<file path="src/rtl/ef_i2c_bus_conditioner.sv">
// I2C pad-side conditioner: registered open-drain drive enables, synchronised and
// deglitched receive lines, START/STOP detection, bus-busy tracking and SCL-low timeout.

module ef_i2c_glitch_filter #(
    parameter int unsigned FILTER_LEN = 4
) (
    input  logic clk,
    input  logic rst,
    input  logic d,
    output logic q
);
    localparam int unsigned CNT_W = $clog2(FILTER_LEN + 1);

    logic [CNT_W-1:0] cnt;

    // NOTE: sequential state uses non-blocking assignments only, so every flop
    // samples pre-edge values regardless of the order of always blocks.
    always_ff @(posedge clk or posedge rst) begin
        if (rst) begin
            q   <= 1'b1;
            cnt <= '0;
        end else if (d == q) begin
            cnt <= '0;
        end else if (cnt == CNT_W'(FILTER_LEN - 1)) begin
            q   <= d;
            cnt <= '0;
        end else begin
            cnt <= cnt + 1'b1;
        end
    end
endmodule

module ef_i2c_bus_conditioner #(
    parameter int unsigned FILTER_LEN = 4,
    parameter int unsigned TIMEOUT_W  = 16
) (
    input  logic                 clk,
    input  logic                 rst,
    input  logic                 enable,
    input  logic                 m_scl_o,
    input  logic                 m_scl_t,
    input  logic                 m_sda_o,
    input  logic                 m_sda_t,
    input  logic                 scl_pad_i,
    input  logic                 sda_pad_i,
    output logic                 scl_pad_oe,
    output logic                 sda_pad_oe,
    output logic                 scl_f,
    output logic                 sda_f,
    output logic                 start_det,
    output logic                 stop_det,
    output logic                 bus_busy,
    input  logic [TIMEOUT_W-1:0] timeout_limit,
    input  logic                 timeout_clr,
    output logic                 scl_timeout
);
    logic [1:0]           scl_sync;
    logic [1:0]           sda_sync;
    logic                 scl_d;
    logic                 sda_d;
    logic                 start_c;
    logic                 stop_c;
    logic [TIMEOUT_W-1:0] to_cnt;
    logic [TIMEOUT_W-1:0] to_cnt_nxt;

    // Pads are open-drain: only ever pull low, never drive high.
    always_ff @(posedge clk or posedge rst) begin
        if (rst) begin
            scl_pad_oe <= 1'b0;
            sda_pad_oe <= 1'b0;
        end else begin
            scl_pad_oe <= enable & ~m_scl_t & ~m_scl_o;
            sda_pad_oe <= enable & ~m_sda_t & ~m_sda_o;
        end
    end

    // Synchronisers reset to the idle (released) bus level.
    always_ff @(posedge clk or posedge rst) begin
        if (rst) begin
            scl_sync <= 2'b11;
            sda_sync <= 2'b11;
        end else begin
            scl_sync <= {scl_sync[0], scl_pad_i};
            sda_sync <= {sda_sync[0], sda_pad_i};
        end
    end

    ef_i2c_glitch_filter #(.FILTER_LEN(FILTER_LEN)) u_scl_filter (
        .clk (clk),
        .rst (rst),
        .d   (scl_sync[1]),
        .q   (scl_f)
    );

    ef_i2c_glitch_filter #(.FILTER_LEN(FILTER_LEN)) u_sda_filter (
        .clk (clk),
        .rst (rst),
        .d   (sda_sync[1]),
        .q   (sda_f)
    );

    always_ff @(posedge clk or posedge rst) begin
        if (rst) begin
            scl_d <= 1'b1;
            sda_d <= 1'b1;
        end else begin
            scl_d <= scl_f;
            sda_d <= sda_f;
        end
    end

    // SCL must be stable high across the SDA transition; a simultaneous SCL edge disqualifies it.
    assign start_c = scl_d & scl_f &  sda_d & ~sda_f;
    assign stop_c  = scl_d & scl_f & ~sda_d &  sda_f;

    always_ff @(posedge clk or posedge rst) begin
        if (rst) begin
            start_det <= 1'b0;
            stop_det  <= 1'b0;
            bus_busy  <= 1'b0;
        end else begin
            start_det <= enable & start_c;
            stop_det  <= enable & stop_c;
            if (!enable)
                bus_busy <= 1'b0;
            else if (start_c)
                bus_busy <= 1'b1;
            else if (stop_c)
                bus_busy <= 1'b0;
        end
    end

    // NOTE: combinational next-state gets a default first so no latch can be inferred.
    always_comb begin
        to_cnt_nxt = '0;
        if (enable && !scl_f)
            to_cnt_nxt = (&to_cnt) ? to_cnt : to_cnt + 1'b1;
    end

    // The flag compares against the next count so it rises on the edge the count reaches the limit.
    always_ff @(posedge clk or posedge rst) begin
        if (rst) begin
            to_cnt      <= '0;
            scl_timeout <= 1'b0;
        end else if (timeout_clr) begin
            to_cnt      <= '0;
            scl_timeout <= 1'b0;
        end else begin
            to_cnt <= to_cnt_nxt;
            if (timeout_limit != '0 && to_cnt_nxt == timeout_limit)
                scl_timeout <= 1'b1;
        end
    end
endmodule

</file>
<file path="config.mk">
export PLATFORM = sky130hd
export DESIGN_NAME = ef_i2c_bus_conditioner
export DESIGN_NICKNAME = d
export VERILOG_FILES = /design/src/rtl/ef_i2c_bus_conditioner.sv
export SDC_FILE = /design/constraint.sdc
export NUM_CORES = 1
export LEC_CHECK = 0
export CAP_MARGIN = 20
export CORE_MARGIN = 4
export CORE_UTILIZATION = 30
export CTS_CLUSTER_DIAMETER = 150
export CTS_CLUSTER_SIZE = 28
export DETAILED_ROUTE_END_ITERATION = 16
export GPL_TIMING_DRIVEN = 0
export PLACE_DENSITY = 0.55
export SYNTH_ARGS = -nofsm -noshare
export SYNTH_HDL_FRONTEND = slang
export SYNTH_SLANG_ARGS = --single-unit
</file>
<file path="constraint.sdc">
create_clock -name clk -period 3.23 [get_ports clk]
set_input_delay 0.646 -clock clk [delete_from_list [all_inputs] [get_ports clk]]
set_output_delay 0.646 -clock clk [all_outputs]
set_load 0.02 [all_outputs]
</file>
==> impl_metrics.json <==
{
  "cts_sinks": 36,
  "worst_path_max_delay_cell": "or4_1",
  "postCtsHoldBufs": 0,
  "synth_edf_count": 0,
  "insertedDiodeCount": 0,
  "netlist_area_um2": 2110,
  "synthAdderAreaFrac_pct": 1.78,
  "syn-num-nets": 242,
  "dr.pass1.iters": 4,
  "min_path_type": "reg2reg",
  "worst_slew_pin_slew_ns": 0.760,
  "path_depth": 9,
  "cts-htree-levels": 2,
  "yosys_warnings": 0,
  "crit_start": "to_cnt[0]",
  "cts_setup_buffers": 0,
  "port_buffers": 33,
  "ant_nets": 0,
  "hold_ws_ns": 0.357,
  "grt_antenna_before_repair": 0,
  "seq_area_frac_synth_pct": 43.2,
  "fin_util_pct": 39.4,
  "dpl_worst_slack_ns": -0.0934,
  "finalCritPeriodShare_pct": 95.9,
  "slowest_delay_ns": 0.48,
  "synthToLayoutAreaGrowth_pct": 27.6,
  "synth-main-ff-cell": "dfrtp_1",
  "wl_per_cell_um": 15.1,
  "clkTransAtPathRegs_ns": 0.07,
  "crit_buf_inv": 0,
  "finalCriticalPeriod_ns": 3.10,
  "reg2reg_depth": 9,
  "drv_cap": 0,
  "status": "complete, no violations",
  "drt-total-wl_um": 5280,
  "reg2reg_from": "to_cnt[0]",
  "synth_cells": 213,
  "fmax_ghz": 0.323,
  "reg2reg_slack_ns": 0.13,
  "grt_overflow": 0,
  "crit_path_start_kind": "flop",
  "postSynthAreaPerCell_um2": 9.91,
  "synth_compound_area_share_pct": 12.8,
  "synthArstFlopShare_pct": 100,
  "finalNetCount": 282,
  "dp_hpwl_um": 4050,
  "layout-drive-gt1-share_pct": 13.8,
  "synth_xor_area_share_pct": 7.05,
  "endpoint_kind": "flop",
  "fp.dieW_um": 91.9,
  "finalHoldViolations": 0,
  "grt_pass1_wl_um": 8800,
  "vias": 1766,
  "slew_headroom_pct": 49.3,
  "setup_tns_ns": 0,
  "drtIter0Drc": 110,
  "crit_type": "reg2reg",
  "gp_congestion": 0.954,
  "start_util_pct": 30.9,
  "crit_arrival_ns": 3.30,
  "p_leak_uw": 0.00104,
  "cp_top_family": "simple AND/OR/NAND/NOR gates",
  "die_area_um2": 8440,
  "grt_usage_pct": 13.1,
  "drc": 0,
  "power_density_nw_per_um2": 476,
  "clk_path_buf_depth": 2,
  "grt_pass1_vias": 1779,
  "ys_ff_latch": 36,
  "synth_top_family_by_area": "simple AND/OR/NAND/NOR gates",
  "root_buffer": "clkbuf_8",
  "crit_path_cell_trace": "ha_1 -> nand3_2 -> nor4_4 -> mux2_1 -> a221o_1 -> nor4_1 -> nand4_1 -> or4_1 -> o32ai_2",
  "critical_path.endpoint": "scl_timeout",
  "clock_skew_ns": 0.00400,
  "total_power_uw": 1280,
  "viasPerCell": 5.05,
  "slew_viol_final": 0,
  "critical_path_required_ns": 3.43,
  "core_area_um2": 6830,
  "ir_drop_mv": 0.220,
  "reg2reg_to": "scl_timeout",
  "setup_viol": 0,
  "fin_ws_ns": 0.132,
  "synth_cell_types": 51,
  "cts_tree": "built",
  "critPathMaxFanout": 7,
  "die_h_um": 91.9,
  "clock_latency_ns": 0.29,
  "ios": 34,
  "grt_max_degree": 37,
  "yosys.area_share.simple_pct": 29.0,
  "cts_buffers": 5,
  "core.rowCount": 30,
  "muxShareOfSynthArea_pct": 4.03
}
[layout make-up]
class | instances | area [um2]
inverter | 4 | 15.0
buffer | 6 | 31.3
multi-input combinational | 167 | 1180
tap | 96 | 120
fill | 698 | 4140
clock buffer | 6 | 72.6
clock inverter | 2 | 35.0
timing repair buffer | 33 | 330
sequential | 36 | 911
[cells in the mapped netlist, types with 3 or more instances]
cell,n,area [um2]
nor2_1,24,90.1
and4_1,4,35.0
nand2b_1,5,31.3
nor4_1,8,50.1
nand4_1,6,37.5
nor3b_1,9,67.6
mux2_2,3,33.8
dfrtp_1,28,701
nor3_1,6,30.0
mux2i_1,4,40.0
a211oi_1,4,30.0
ha_1,3,37.5
dfstp_2,8,210
a21oi_1,4,20.0
clkbuf_1,3,11.3
nor2b_1,7,43.8
xnor2_1,9,78.8
o21ai_0,10,50.1
inv_1,4,15.0
xor2_1,8,70.1
a31oi_1,4,25.0
nand2_1,9,33.8
nand3_1,8,40.0
[state kept, by name, summed over array words and instances, names as in the netlist, 2 cells and up]
register          count
to_cnt               16
u_scl_filter.cnt      3
u_sda_filter.cnt      3
scl_sync              2
sda_sync              2
[stage by stage]
stage,instances,instance area (um2)
final,350,2690
after global routing,350,2690
after detailed placement,342,2560
after CTS,350,2670
after global placement,342,2560
after floorplan,213,2110
[timing repair]
action,4_1_cts,5_1_grt
hold endpoints to repair,0,0
gates resized for setup,0,4
setup endpoints to repair,0,1
[logic make-up (layout without fill, tap and decap cells)]
kind of cell             count (synthesis)  in the layout
AO/OA/AOI/OAI                           38             38
XOR/XNOR                                17             17
adder cells (fa/ha/maj)                  3              3
buffers and inverters                   10             51
flip-flops                              36             36
multiplexers                             8              8
AND/OR/NAND/NOR                        101            101
[worst min-delay path by stage]
| stage | start | depth (start not counted) | slack, ns | end |
|---|---|---|---|---|
| final | sda_sync[0] | 0 | 0.36 | sda_sync[1] |
| after floorplan | scl_sync[0] | 0 | 0.35 | scl_sync[1] |
| after CTS | sda_sync[0] | 0 | 0.36 | sda_sync[1] |
| after global routing | sda_sync[0] | 0 | 0.36 | sda_sync[1] |
| after global placement | sda_sync[0] | 0 | 0.35 | sda_sync[1] |
| after detailed placement | sda_sync[0] | 0 | 0.35 | sda_sync[1] |
[where the power goes]
group          switching (uW)  total [uW]  internal [uW]
combinational             153         300            147
clock                     168         397            229
sequential               54.7         585            530
[metal layers]
layer	wire, um	vias to the layer above	GRT usage (%)
met2	2560	27	21.9
li1	-	881	-
met3	180	6	2.71
met5	0	-	0
met4	85	0	5.07
met1	2460	852	16.6
[placed cells by master, fill, tap and decap left out, types with 5 or more instances in the layout]
cell type	n
nand2b_1	5
nor2_1	24
dfrtp_1	28
nand2_1	9
o21ai_0	10
nor3b_1	9
nand3_1	8
dfstp_2	8
xor2_1	8
nand4_1	6
clkdlybuf4s50_1	33
clkbuf_8	5
xnor2_1	9
nor3_1	6
nor2b_1	7
nor4_1	6
(Power assumes the default switching activity.)
